### config.mk
export PLATFORM = sky130hd
export DESIGN_NAME = tlb_op_ctrl_flat
export DESIGN_NICKNAME = d
export VERILOG_FILES = /design/src/rtl/tlb_op_ctrl_pkg.sv /design/src/rtl/tlb_op_ctrl_if.sv /design/src/rtl/tlb_random_ctr.sv /design/src/rtl/tlb_op_ctrl.sv /design/src/flat_wrapper.sv
export SDC_FILE = /design/constraint.sdc
export NUM_CORES = 1
export LEC_CHECK = 0
export BUFFER_PORTS_ARGS = -buffer_cell sky130_fd_sc_hd__buf_2
export CORE_AREA = 8 8 181 183
export DETAILED_ROUTE_END_ITERATION = 10
export DIE_AREA = 0 0 189 191
export GPL_TIMING_DRIVEN = 0
export SYNTH_ARGS = -nofsm -noshare
export SYNTH_HDL_FRONTEND = slang
export SYNTH_SLANG_ARGS = --single-unit
### constraint.sdc
create_clock -name clk -period 2.6 [get_ports clk]
set_clock_uncertainty 0.15 [all_clocks]
set_input_delay 0.52 -clock clk [delete_from_list [all_inputs] [get_ports clk]]
set_output_delay 0.52 -clock clk [all_outputs]
set_load 0.05 [all_outputs]
### src/rtl/tlb_op_ctrl_pkg.sv
// Shared types for the CP0 TLB op controller: op encodings, TLB entry layout,
// controller states and the probe-miss Index value.
package tlb_op_ctrl_pkg;

    typedef enum logic [2:0] {
        TU_NONE  = 3'd0,
        TU_TLBP  = 3'd1,
        TU_TLBR  = 3'd2,
        TU_TLBWI = 3'd3,
        TU_TLBWR = 3'd4
    } tu_op_t;

    typedef struct packed {
        logic [31:0] hi;
        logic [31:0] lo0;
        logic [31:0] lo1;
    } tlb_entry_t;

    typedef enum logic [2:0] {
        ST_IDLE  = 3'd0,
        ST_ISSUE = 3'd1,
        ST_WRITE = 3'd2,
        ST_FLUSH = 3'd3,
        ST_RESP  = 3'd4
    } ctrl_state_t;

    localparam logic [31:0] TLB_PROBE_MISS = 32'h8000_0000;

    // Encodings outside TLBP..TLBWR behave like NONE.
    function automatic logic is_tlb_op(input logic [2:0] op);
        return (op >= 3'(TU_TLBP)) && (op <= 3'(TU_TLBWR));
    endfunction

endpackage

### src/rtl/tlb_op_ctrl_if.sv
// Pipeline <-> TLB op controller bus: request handshake, CP0 operands, completion.
//  master: pipeline side (drives request), slave: controller side (drives response).
interface tlb_op_ctrl_if
    import tlb_op_ctrl_pkg::*;
#(
    parameter int unsigned IDX_W = 4
);
    logic             req_valid;
    logic [2:0]       req_op;
    logic             req_ready;
    logic [IDX_W-1:0] cp0_index;
    logic [31:0]      cp0_entryhi;
    logic [31:0]      cp0_entrylo0;
    logic [31:0]      cp0_entrylo1;
    logic             resp_valid;
    logic [2:0]       resp_op;
    logic [31:0]      resp_index;
    tlb_entry_t       resp_entry;

    modport master (
        output req_valid, req_op, cp0_index, cp0_entryhi, cp0_entrylo0, cp0_entrylo1,
        input  req_ready, resp_valid, resp_op, resp_index, resp_entry
    );

    modport slave (
        input  req_valid, req_op, cp0_index, cp0_entryhi, cp0_entrylo0, cp0_entrylo1,
        output req_ready, resp_valid, resp_op, resp_index, resp_entry
    );
endinterface

### src/rtl/tlb_random_ctr.sv
// CP0 Random counter: counts down from TLB_ENTRIES-1 to cp0_wired, then wraps.
//  clk, resetn         clock, async active-low reset (Random -> TLB_ENTRIES-1)
//  cp0_wired, wired_we CP0 Wired value and its write strobe
//  random_o            current Random value
module tlb_random_ctr #(
    parameter  int unsigned TLB_ENTRIES = 16,
    localparam int unsigned IDX_W       = $clog2(TLB_ENTRIES)
) (
    input  logic             clk,
    input  logic             resetn,
    input  logic [IDX_W-1:0] cp0_wired,
    input  logic             wired_we,
    output logic [IDX_W-1:0] random_o
);
    localparam logic [IDX_W-1:0] RAND_TOP = IDX_W'(TLB_ENTRIES - 1);

    // A Wired write restarts the count; '<=' also recovers if Wired moved above Random.
    always_ff @(posedge clk or negedge resetn) begin
        if (!resetn) begin
            random_o <= RAND_TOP;
        end else if (wired_we || (cp0_wired >= RAND_TOP) || (random_o <= cp0_wired)) begin
            random_o <= RAND_TOP;
        end else begin
            random_o <= random_o - IDX_W'(1);
        end
    end
endmodule

### src/rtl/tlb_op_ctrl.sv
// Sequences TLBP/TLBR/TLBWI/TLBWR against the shared TLB array and returns CP0 results.
//  bus          pipeline request/response (slave side)
//  cp0_wired, wired_we, random_o   Wired input and Random output
//  tlb_key/tlb_ridx -> array probe/read; tlb_rdata/tlb_phit/tlb_pidx <- array (1-cycle)
//  tlb_we/tlb_widx/tlb_wdata -> array write; tu_flush -> translation unit
module tlb_op_ctrl
    import tlb_op_ctrl_pkg::*;
#(
    parameter  int unsigned TLB_ENTRIES = 16,
    localparam int unsigned IDX_W       = $clog2(TLB_ENTRIES)
) (
    input  logic             clk,
    input  logic             resetn,
    tlb_op_ctrl_if.slave     bus,
    input  logic [IDX_W-1:0] cp0_wired,
    input  logic             wired_we,
    output logic [IDX_W-1:0] random_o,
    output logic [31:0]      tlb_key,
    output logic [IDX_W-1:0] tlb_ridx,
    input  tlb_entry_t       tlb_rdata,
    input  logic             tlb_phit,
    input  logic [IDX_W-1:0] tlb_pidx,
    output logic             tlb_we,
    output logic [IDX_W-1:0] tlb_widx,
    output tlb_entry_t       tlb_wdata,
    output logic             tu_flush
);
    ctrl_state_t state;
    tu_op_t      op_q;
    logic        ready_q;
    logic        resp_valid_q;
    logic [2:0]  resp_op_q;
    logic [31:0] index_q;
    tlb_entry_t  entry_q;
    logic [31:0] probe_index_c;
    logic        accept_c;

    tlb_random_ctr #(.TLB_ENTRIES(TLB_ENTRIES)) u_random (
        .clk       (clk),
        .resetn    (resetn),
        .cp0_wired (cp0_wired),
        .wired_we  (wired_we),
        .random_o  (random_o)
    );

    assign accept_c      = (state == ST_IDLE) && bus.req_valid && is_tlb_op(bus.req_op);
    assign probe_index_c = tlb_phit ? 32'(tlb_pidx) : TLB_PROBE_MISS;

    // Array outputs are already registered; during RESP they are passed straight through so
    // the result is valid alongside resp_valid, then held in index_q/entry_q until next RESP.
    assign bus.resp_index = ((state == ST_RESP) && (op_q == TU_TLBP)) ? probe_index_c : index_q;
    assign bus.resp_entry = ((state == ST_RESP) && (op_q == TU_TLBR)) ? tlb_rdata : entry_q;
    assign bus.req_ready  = ready_q;
    assign bus.resp_valid = resp_valid_q;
    assign bus.resp_op    = resp_op_q;

    // Control FSM with registered array strobes; strobes default low and last one cycle.
    always_ff @(posedge clk or negedge resetn) begin
        if (!resetn) begin
            state        <= ST_IDLE;
            op_q         <= TU_NONE;
            ready_q      <= 1'b1;
            resp_valid_q <= 1'b0;
            resp_op_q    <= 3'd0;
            index_q      <= 32'd0;
            entry_q      <= '0;
            tlb_key      <= 32'd0;
            tlb_ridx     <= '0;
            tlb_we       <= 1'b0;
            tlb_widx     <= '0;
            tlb_wdata    <= '0;
            tu_flush     <= 1'b0;
        end else begin
            resp_valid_q <= 1'b0;
            tlb_key      <= 32'd0;
            tlb_ridx     <= '0;
            tlb_we       <= 1'b0;
            tlb_widx     <= '0;
            tlb_wdata    <= '0;
            tu_flush     <= 1'b0;
            unique case (state)
                ST_IDLE: begin
                    if (accept_c) begin
                        op_q    <= tu_op_t'(bus.req_op);
                        ready_q <= 1'b0;
                        case (tu_op_t'(bus.req_op))
                            TU_TLBP: begin
                                tlb_key <= bus.cp0_entryhi;
                                state   <= ST_ISSUE;
                            end
                            TU_TLBR: begin
                                tlb_ridx <= bus.cp0_index;
                                state    <= ST_ISSUE;
                            end
                            default: begin
                                // TLBWR targets Random as seen in the accept cycle.
                                tlb_we    <= 1'b1;
                                tlb_widx  <= (tu_op_t'(bus.req_op) == TU_TLBWR) ? random_o
                                                                                 : bus.cp0_index;
                                tlb_wdata <= '{hi: bus.cp0_entryhi, lo0: bus.cp0_entrylo0,
                                               lo1: bus.cp0_entrylo1};
                                state     <= ST_WRITE;
                            end
                        endcase
                    end
                end
                ST_ISSUE: begin
                    resp_valid_q <= 1'b1;
                    resp_op_q    <= 3'(op_q);
                    state        <= ST_RESP;
                end
                ST_WRITE: begin
                    tu_flush <= 1'b1;
                    state    <= ST_FLUSH;
                end
                ST_FLUSH: begin
                    resp_valid_q <= 1'b1;
                    resp_op_q    <= 3'(op_q);
                    state        <= ST_RESP;
                end
                ST_RESP: begin
                    if (op_q == TU_TLBP) index_q <= probe_index_c;
                    if (op_q == TU_TLBR) entry_q <= tlb_rdata;
                    ready_q <= 1'b1;
                    state   <= ST_IDLE;
                end
                default: begin
                    ready_q <= 1'b1;
                    state   <= ST_IDLE;
                end
            endcase
        end
    end
endmodule

### src/flat_wrapper.sv
// flat-port wrapper written by rule: the top's interface ports become plain ports
module tlb_op_ctrl_flat import tlb_op_ctrl_pkg::*;
#(
    parameter  int unsigned TLB_ENTRIES = 16,
    localparam int unsigned IDX_W       = $clog2(TLB_ENTRIES)
)
  (clk, resetn, cp0_wired, wired_we, random_o, tlb_key, tlb_ridx, tlb_rdata, tlb_phit, tlb_pidx, tlb_we, tlb_widx, tlb_wdata, tu_flush, bus_req_valid, bus_req_op, bus_cp0_index, bus_cp0_entryhi, bus_cp0_entrylo0, bus_cp0_entrylo1, bus_req_ready, bus_resp_valid, bus_resp_op, bus_resp_index, bus_resp_entry);
  tlb_op_ctrl_if #(.IDX_W((4))) bus_i ();
  input  logic clk;
  input  logic resetn;
  input  logic [IDX_W-1:0] cp0_wired;
  input  logic wired_we;
  output logic [IDX_W-1:0] random_o;
  output logic [31:0] tlb_key;
  output logic [IDX_W-1:0] tlb_ridx;
  input  tlb_entry_t tlb_rdata;
  input  logic tlb_phit;
  input  logic [IDX_W-1:0] tlb_pidx;
  output logic tlb_we;
  output logic [IDX_W-1:0] tlb_widx;
  output tlb_entry_t tlb_wdata;
  output logic tu_flush;
  input wire logic [$bits(bus_i.req_valid)-1:0] bus_req_valid;
  input wire logic [$bits(bus_i.req_op)-1:0] bus_req_op;
  input wire logic [$bits(bus_i.cp0_index)-1:0] bus_cp0_index;
  input wire logic [$bits(bus_i.cp0_entryhi)-1:0] bus_cp0_entryhi;
  input wire logic [$bits(bus_i.cp0_entrylo0)-1:0] bus_cp0_entrylo0;
  input wire logic [$bits(bus_i.cp0_entrylo1)-1:0] bus_cp0_entrylo1;
  output wire logic [$bits(bus_i.req_ready)-1:0] bus_req_ready;
  output wire logic [$bits(bus_i.resp_valid)-1:0] bus_resp_valid;
  output wire logic [$bits(bus_i.resp_op)-1:0] bus_resp_op;
  output wire logic [$bits(bus_i.resp_index)-1:0] bus_resp_index;
  output wire logic [$bits(bus_i.resp_entry)-1:0] bus_resp_entry;
  assign bus_i.req_valid = bus_req_valid;
  assign bus_i.req_op = bus_req_op;
  assign bus_i.cp0_index = bus_cp0_index;
  assign bus_i.cp0_entryhi = bus_cp0_entryhi;
  assign bus_i.cp0_entrylo0 = bus_cp0_entrylo0;
  assign bus_i.cp0_entrylo1 = bus_cp0_entrylo1;
  assign bus_req_ready = bus_i.req_ready;
  assign bus_resp_valid = bus_i.resp_valid;
  assign bus_resp_op = bus_i.resp_op;
  assign bus_resp_index = bus_i.resp_index;
  assign bus_resp_entry = bus_i.resp_entry;
  tlb_op_ctrl #(.TLB_ENTRIES(TLB_ENTRIES)) u_core (.clk(clk), .resetn(resetn), .bus(bus_i), .cp0_wired(cp0_wired), .wired_we(wired_we), .random_o(random_o), .tlb_key(tlb_key), .tlb_ridx(tlb_ridx), .tlb_rdata(tlb_rdata), .tlb_phit(tlb_phit), .tlb_pidx(tlb_pidx), .tlb_we(tlb_we), .tlb_widx(tlb_widx), .tlb_wdata(tlb_wdata), .tu_flush(tu_flush));
endmodule
==> results.cfg, run 1 <==
[run_status]
status = finished with violations
violations = negative setup slack

[layout]
drive_above_1_share = 0.5701
area_growth_pct = 48.90
final_cells = 1573
diodes = 0
fillers = 2779
nNetsFinal = 1379

[place]
place_ws_ps = -298.4
gp_congestion = 0.7882
hpwl_um = 22740
place_inst = 1516
io_buffers = 459

[floorplanning]
die_h_um = 191
die_area_mm2 = 0.03610
ios = 487
initial_utilization = 0.3080
coreArea_mm2 = 0.03003
die_w_um = 189
num_rows = 64

[logic_synthesis]
syn_avg_cell_area_um2 = 14.61
synth-seq-cells = 254
ys_seq_area_frac = 0.6879
synth.distinct_cells = 44
ys_warn_count = 0
synth-main-ff-cell = dfrtp_1
async_flop_share = 1.000
postSynthCellCount = 633
synth-edff-count = 0
syn_area_mm2 = 0.009249

[clock_network]
cts-root-buf = clkbuf_16
cts_sinks = 254
cts_made_buffers = 27
cts_max_path_buffers = 3
cts_max_level = 1
clk_latency_ps = 520
clkTransAtPathRegs_ps = 60
tritoncts = yes

[detailed_routing]
num_vias = 6582
routed_via_density = 4.184
wl_um = 28850
detail_route.wl_per_cell_um = 18.34
post-route-drc-count = 0
first_pass_iters = 4
final_antenna_net_count = 0
drtIter0Drc = 220

[sta]
finalSetupViolations = 101
hold_viol = 0
fin_crit_sh = 1.133
period_needed_ps = 2946
finalMaxSlewViolations = 0
slew_headroom = 0.5455
worst_slew_pin_slew_ps = 672.3
rsz0062_at_grt = yes
fin_ws_ps = -346.0
max_clock_freq_ghz = 0.3394

[global_routing]
track_usage = 0.1534
overflow = 0
grt_pass1_vias = 7328
grt_start_max_net_pins = 116
antenna_found_initial = 2
grt_pass1_wl_um = 43820

[power]
powerDensity_mw_per_mm2 = 1208
p_sw_uw = 7042
seq_power_share = 0.315
p_int_uw = 9595
clockPowerShare = 0.215
swShare = 0.4233
leakage_uw = 0.007429
ir_drop_mv = 0.5577
combPwrFrac = 0.470
total_power_uw = 16640

[setup_path]
end_kind = output pin
cp-start-kind = flop
critPathMostFrequentCell = buf_8
path_class = reg2out
arrival_ps = 2280
path_cells = nor4b_4 > nand3b_1 > buf_6 > buf_12 > buf_8 > mux2_4 > buf_8
crit_fanout = 10
max_stage_delay_ps = 420
critPathSlowestCell = dfrtp_2
crit_required_ps = 1930

[min_path]
hp-class = in2reg

[flow_run]
cap_viol_max_count = 0
## per-layer routing
metal  global-route usage  up-vias  wire length, µm
li1                     -     3075                -
met4              0.03488        4              648
met3              0.07224       41             3327
met1               0.1641     3150            10370
met2               0.2721      312            14480
met5                    0        -               27
## critical path, delay by kind of cell (launching register included)
family	cells	cell delay, ps
flip-flops	1	420
AND/OR/NAND/NOR	2	420
buffers and inverters	4	580
multiplexers	1	320
## registers in the layout (all words and copies together), names as in the netlist
register                  count
u_core.tlb_widx               4
u_core.bus.resp_valid         1
u_core.bus.resp_op            3
u_core.tlb_wdata             96
u_core.tlb_we                 1
u_core.entry_q               96
u_core.index_q                5
u_core.tu_flush               1
u_core.bus.req_ready          1
u_core.state                  3
u_core.tlb_key               32
u_core.op_q                   3
u_core.u_random.random_o      4
u_core.tlb_ridx               4
## path summary, 6_finish.rpt
kind                                         end  cells past startpoint                  start  slack [ps]
setup / recovery              bus_resp_entry[73]                      7        u_core.state[1]        -350
hold / removal               u_core.tlb_wdata[8]                      2    bus_cp0_entrylo1[8]          50
setup reg to reg            u_core.tlb_wdata[16]                      6        u_core.state[1]         170
hold reg to reg            u_core.bus.resp_op[2]                      2  u_core.bus.resp_op[2]         320
max in group asynchronous        u_core.state[1]                      3                 resetn        1100
min in group asynchronous     u_core.tlb_key[11]                      2                 resetn         300
## Yosys cell counts (2+ instances only)
cell | number | area [µm²]
dfrtp_1 | 249 | 6231
and2_1 | 129 | 807.0
mux2_2 | 93 | 1047
buf_4 | 27 | 202.7
nand2_1 | 17 | 63.81
inv_1 | 15 | 56.30
clkbuf_1 | 9 | 33.78
a21oi_1 | 8 | 40.04
buf_2 | 7 | 35.03
dfstp_2 | 5 | 131.4
ha_1 | 5 | 62.56
mux2i_1 | 5 | 50.05
nor3b_1 | 5 | 37.54
o21ai_0 | 5 | 25.02
buf_1 | 4 | 15.01
buf_6 | 4 | 45.04
nand4_1 | 4 | 25.02
o211ai_1 | 4 | 30.03
xnor2_1 | 4 | 35.03
clkbuf_2 | 3 | 15.01
mux2_1 | 3 | 33.78
nand3b_1 | 3 | 22.52
nor2_1 | 3 | 11.26
nor3_1 | 2 | 10.01
## placed cells by master, fill, tap and decap left out, types with 5 or more instances in the layout
cell and n:
mux2_2 91, mux2_4 5, dfstp_2 5, mux2i_4 5
buf_6 55, dfrtp_1 246, buf_8 5, ha_1 5
buf_4 86, clkinv_2 5, a21oi_1 8, nand2_1 17
buf_2 363, o21ai_0 5, nor3b_1 5, conb_1 27
clkbuf_1 13, clkbuf_8 7, inv_1 15, clkbuf_16 27
and2_1 129
## stage by stage
| step | utilization | TNS (ps) | hold WS [ps] | cell area [µm²] |
|---|---|---|---|---|
| 2_1_floorplan | - | 0 | 74.41 | 9346 |
| 5_1_grt | 0.4586 | -42550 | 24.00 | 13770 |
| 4_1_cts | 0.4565 | -34460 | 17.93 | 13710 |
| 3_5_place_dp | 0.4064 | -16120 | 240.7 | 12200 |
| 6_report | 0.4586 | -30030 | 48.37 | 13770 |
| 3_3_place_gp | 0.4043 | -951630 | 312.5 | 12140 |
## power by group through the flow
stage	logic (µW)	clock network [µW]	registers (µW)
after global placement	6680	0	5260
after detailed placement	6750	0	5300
after global routing	8180	3830	5350
after CTS	7820	3680	5240
final	7820	3570	5240
after floorplan	4520	0	5810
## cell type report
class	count	area (µm²)	area share
buffer	54	407.9	0.02962
multi-input combinational	336	2671	0.1940
tap	396	495.5	0.03598
sequential	254	6366	0.4623
clock buffer	39	790.8	0.05742
timing repair buffer	474	2959	0.2149
inverter	15	56.30	0.004088
clock inverter	5	25.02	0.001817
## cells by family after synthesis
| logic type | Yosys count | share of synthesized area |
|---|---|---|
| flops | 254 | 0.6879 |
| other cells | 1 | 0.0004055 |
| simple gates | 171 | 0.1144 |
| mux | 101 | 0.1223 |
| fa+ha+maj | 5 | 0.006764 |
| compound gates | 27 | 0.01989 |
| buf+inv | 69 | 0.04356 |
| xor+xnor | 5 | 0.004735 |
## what timing repair did
action,in CTS,in global routing
gates resized for setup,192,9
endpoints found under the hold margin,26,0
setup endpoints to repair,101,101
gates cloned,1,0
pin swaps,2,0
hold buffers,1,0
buffers inserted,8,3
No activity file was read; power rests on OpenSTA's default activity.
==> run 2, diff against run 1 <==
--- a/config.mk
+++ b/config.mk
@@ -7,6 +7,7 @@
 export LEC_CHECK = 0
 export BUFFER_PORTS_ARGS = -buffer_cell sky130_fd_sc_hd__buf_2
 export CORE_AREA = 8 8 181 183
+export CTS_BUF_LIST = sky130_fd_sc_hd__clkbuf_8
 export DETAILED_ROUTE_END_ITERATION = 10
 export DIE_AREA = 0 0 189 191
 export GPL_TIMING_DRIVEN = 0
==> run 2 against run 1 <==
  * The flow still finishes with violations (negative setup slack)
  * First-iteration DRC count fell by 7.3%
  * Non-clock buffer count rose by 3
  * Maximum frequency fell by 0.33%
  * Clock-buffer cell count rose by 13
  * Flip-flop and latch count did not move
  * Clock power fell by 4%
  * Setup slack got worse by 9.9 ps
  * Design area rose by 0.73%
==> results.cfg, run 2 (synthesis results as in run 1) <==
[run_status]
status = finished with violations
violations = negative setup slack

[setup_path]
end_kind = output pin
cp-start-kind = flop
crit_required_ps = 1930
arrival_ps = 2290
crit_fanout = 10
path_class = reg2out

[power]
p_sw_uw = 7125
p_int_uw = 9493
swShare = 0.4288
powerDensity_mw_per_mm2 = 1198
ir_drop_mv = 0.7470
leakage_uw = 0.007542
combPwrFrac = 0.478
clockPowerShare = 0.206
seq_power_share = 0.316

[floorplanning]
die_area_mm2 = 0.03610
ios = 487
num_rows = 64
die_h_um = 191
initial_utilization = 0.3080
coreArea_mm2 = 0.03003
die_w_um = 189

[layout]
nNetsFinal = 1399
reg_top3 = u_core.entry_q: 96 flops, u_core.tlb_wdata: 96 flops, u_core.tlb_key: 32 flops
drive_above_1_share = 0.5699
final_cell_mix = buf_2 (362), dfrtp_1 (246), and2_1 (129)
final_cells = 1605
diodes = 0
final_common_cell = buf_2
final_cell_area_mm2 = 0.01387
area_growth_pct = 49.99

[global_routing]
antenna_found_initial = 2
grt_pass1_wl_um = 44340
overflow = 0
grt_pass1_vias = 7512
grt_start_max_net_pins = 116
track_usage = 0.1564

[detailed_routing]
drtIter0Drc = 204
detail_route.wl_per_cell_um = 18.35
num_vias = 6708
first_pass_iters = 4
post-route-drc-count = 0
wl_um = 29460
routed_via_density = 4.179
final_antenna_net_count = 0

[clock_network]
cts-root-buf = clkbuf_8
clk_latency_ps = 520
cts_max_path_buffers = 3
cts_made_buffers = 44
clkTransAtPathRegs_ps = 60
tritoncts = yes
cts_max_level = 2
cts_sinks = 254

[sta]
fin_crit_sh = 1.137
worst_slew_pin_slew_ps = 665.6
finalMaxSlewViolations = 0
hold_viol = 0
tns_ps = -30030
fin_ws_ps = -355.8
period_needed_ps = 2956
finalSetupViolations = 101
rsz0062_at_grt = yes
max_clock_freq_ghz = 0.3383
slew_headroom = 0.5500

[place]
place_inst = 1516
hpwl_um = 22740
io_buffers = 459
gp_congestion = 0.7882
placed_area_mm2 = 0.01220

[flow_run]
cap_viol_max_count = 0

[min_path]
hp-class = in2reg
## run 2: changes by cell type in the layout (fill, tap and decap cells not counted), sizes merged
cell         delta
inv            +16
clkbuf         +13
clkinv          -3
dlygate4sd3     +3
clkinvlp        +2
bufinv          +1
## run 2: worst paths after layout
check	startpoint	end	slack (ps)	depth (start not counted)
setup reg to reg	u_core.state[1]	u_core.tlb_wdata[16]	180	6
hold reg to reg	u_core.bus.resp_op[2]	u_core.bus.resp_op[2]	320	2
setup / recovery	u_core.state[1]	bus_resp_entry[57]	-360	7
max in group asynchronous	resetn	u_core.state[1]	1110	3
min in group asynchronous	resetn	u_core.entry_q[61]	290	2
hold / removal	bus_cp0_entrylo0[17]	u_core.tlb_wdata[49]	40	2
## run 2: timing repair
action                                 4_1_cts  5_1_grt
resized for setup                          214        5
setup endpoints to repair                  101      101
endpoints found under the hold margin       27        2
cloned                                       1        0
hold buffers                                 2        2
pin swaps                                    2        0
setup buffers                               10        2
## run 2: metrics by stage
| stage | power (µW) | worst slack (ps) | utilization | hold slack, ps |
|---|---|---|---|---|
| final | 16620 | -355.8 | 0.4620 | 37.18 |
| after global routing | 17390 | -486.9 | 0.4620 | 2.642 |
| after CTS | 16760 | -407.3 | 0.4607 | 1.531 |
| after detailed placement | 12050 | -298.4 | 0.4064 | 240.7 |
| after global placement | 11940 | -3756 | 0.4043 | 312.5 |
| after floorplan | 10330 | 99.08 | - | 74.41 |
## run 2: power by group through the flow
stage,registers (µW),logic (µW),clock network [µW]
final,5250,7940,3430
after CTS,5240,7960,3550
after detailed placement,5300,6750,0
after global placement,5260,6680,0
after global routing,5360,8290,3750
after floorplan,5810,4520,0
## run 2: layer usage
layer,GRT usage,vias to the layer above,share of wire
met5,0,-,0.00092
li1,-,3120,-
met1,0.1639,3203,0.35
met4,0.04299,4,0.019
met2,0.2737,333,0.51
met3,0.07953,48,0.12
## run 2: area by class of cell
| class | instances | area, µm² |
|---|---|---|
| multi-input cells | 336 | 2679 |
| repair buffers | 478 | 3042 |
| clock buffers | 52 | 715.7 |
| well taps | 396 | 495.5 |
| fillers | 2754 | 16160 |
| clock inverters | 21 | 115.1 |
| inverters | 15 | 56.30 |
| plain buffers | 53 | 402.9 |
| flip-flops and latches | 254 | 6366 |
## run 2: worst max-delay path, cell delays in order (launching register included)
cell	delay [ps]
dfrtp_2	420
nor4b_4	300
nand3b_1	120
buf_6	160
buf_12	140
buf_12	140
mux2_4	320
buf_8	150
==> run 3, diff against run 2 <==
==> constraint.sdc (replaced) <==
create_clock -name clk -period 2.6 [get_ports clk]
set_clock_uncertainty 0.15 [all_clocks]
set_input_delay 0.52 -clock clk [delete_from_list [all_inputs] [get_ports clk]]
set_output_delay 0.52 -clock clk [all_outputs]
set_load 0.01 [all_outputs]
==> run 3 against run 2 <==
  * The run still ends with negative setup slack left
  * Die area is the same
  * Setup slack improved by 16 ps
  * Via count fell by 0.89%
  * Sequential share of layout area grew 0.40 points
  * Flip-flop and latch count did not move
  * Worst hold slack about the same
  * Maximum frequency rose by 0.53%
  * Final cell count grew 0.19%
  * Critical path type unchanged
==> results.cfg, run 3 (synthesis results as in run 1) <==
[power]
seq_power_share = 0.399
total_power_uw = 13150
swShare = 0.2968
powerDensity_mw_per_mm2 = 955.9
ir_drop_mv = 0.7144
p_int_uw = 9243
leakage_uw = 0.007533
combPwrFrac = 0.340
clockPowerShare = 0.260
p_sw_uw = 3902

[sta]
timing.hold.ws_ps = 37.09
tns_ps = -26830
max_clock_freq_ghz = 0.3401
hold_viol = 0
worst_slew_pin_slew_ps = 682.0
fin_ws_ps = -340.3
rsz0062_at_grt = yes
finalSetupViolations = 101
period_needed_ps = 2940
fin_crit_sh = 1.131
finalMaxSlewViolations = 0
slew_headroom = 0.5389

[global_routing]
track_usage = 0.1553
grt_start_max_net_pins = 116
grt_pass1_vias = 7434
use_met1 = 0.1634
antenna_found_initial = 2
grt_util_met3 = 0.07972
grt_use_met2 = 0.2727
grt_pass1_wl_um = 44020
overflow = 0
grt.busiest_layer = met2

[layout]
nNetsFinal = 1402
final_common_cell = buf_2
diodes = 0
final_core_util = 0.4580
area_growth_pct = 48.69
reg_top3 = u_core.entry_q: 96 flops, u_core.tlb_wdata: 96 flops, u_core.tlb_key: 32 flops
final_cell_mix = buf_2 (398), dfrtp_1 (246), and2_1 (129)
drive_above_1_share = 0.5701

[detailed_routing]
routed_via_density = 4.134
post-route-drc-count = 0
detail_route.wl_per_cell_um = 18.17
first_pass_iters = 4
final_antenna_net_count = 0
num_vias = 6648
drtIter0Drc = 251
wl_um = 29210

[clock_network]
clkTransAtPathRegs_ps = 60
cts-root-buf = clkbuf_8
clk_latency_ps = 520
cts_max_level = 2
cts_sinks = 254
cts_made_buffers = 44
tritoncts = yes
cts_max_path_buffers = 3

[floorplanning]
initial_utilization = 0.3080
ios = 487
die_h_um = 191
coreArea_mm2 = 0.03003
die_area_mm2 = 0.03610
num_rows = 64
die_w_um = 189

[place]
place_ws_ps = -227.6
gp_congestion = 0.7882
hpwl_um = 22740
io_buffers = 459

[setup_path]
end_kind = output pin
crit_fanout = 10
crit_required_ps = 1930
path_class = reg2out
arrival_ps = 2270
cp-start-kind = flop

[flow_run]
cap_viol_max_count = 0

[min_path]
hp-class = in2reg

[run_status]
status = finished with violations
violations = negative setup slack
==> run 3: final timing paths <==
path / start / to / slack [ps] / depth (start not counted)
max reg2reg: u_core.state[1] / u_core.tlb_wdata[16] / 170 / 6
min: bus_cp0_entrylo0[17] / u_core.tlb_wdata[49] / 40 / 2
max: u_core.state[0] / bus_resp_entry[73] / -340 / 7
min in group asynchronous: resetn / u_core.tlb_key[14] / 300 / 2
max in group asynchronous: resetn / u_core.state[1] / 1110 / 3
min reg2reg: u_core.bus.resp_op[2] / u_core.bus.resp_op[2] / 320 / 2
==> run 3: cell type report <==
cell class                      count  area [µm²]
Buffer                             52       402.9
Clock buffer                       52       715.7
Timing Repair Buffer              482        2944
Tap cell                          396       495.5
Clock inverter                     21       115.1
Sequential cell                   254        6366
Inverter                           15       56.30
Multi-Input combinational cell    336        2656
Fill cell                        2778       16280
==> run 3: power groups by stage <==
stage	registers (µW)	logic [µW]	clock network (µW)
2_1_floorplan	5310	1810	0
3_3_place_gp	5260	3490	0
3_5_place_dp	5300	3560	0
4_1_cts	5240	4300	3550
5_1_grt	5350	4820	3750
6_report	5250	4470	3420
==> run 3: repair_timing <==
action,CTS,global route
cloned,1,0
pin swaps,2,2
buffers inserted,12,6
resized for setup,102,24
hold buffers,2,1
endpoints found under the setup margin,101,101
hold endpoints to repair,27,1
==> run 3: worst max-delay path, stage by stage (launching register included) <==
cell	delay [ps]
dfrtp_2	430
nor4b_4	310
nand3b_1	120
buf_6	160
buf_12	140
buf_6	140
mux2_4	310
buf_6	120
==> run 3: per-layer routing <==
| layer | up-vias | share of wire |
|---|---|---|
| met2 | 331 | 0.50 |
| li1 | 3124 | - |
| met4 | 4 | 0.017 |
| met3 | 47 | 0.12 |
| met1 | 3142 | 0.36 |
| met5 | - | 0.00092 |
==> run 3: per-stage QoR <==
stage / cells / area, µm²
final: 1608 / 13750
after global routing: 1608 / 13750
after CTS: 1604 / 13630
after detailed placement: 1516 / 12200
after global placement: 1514 / 12140
after floorplan: 659 / 9346
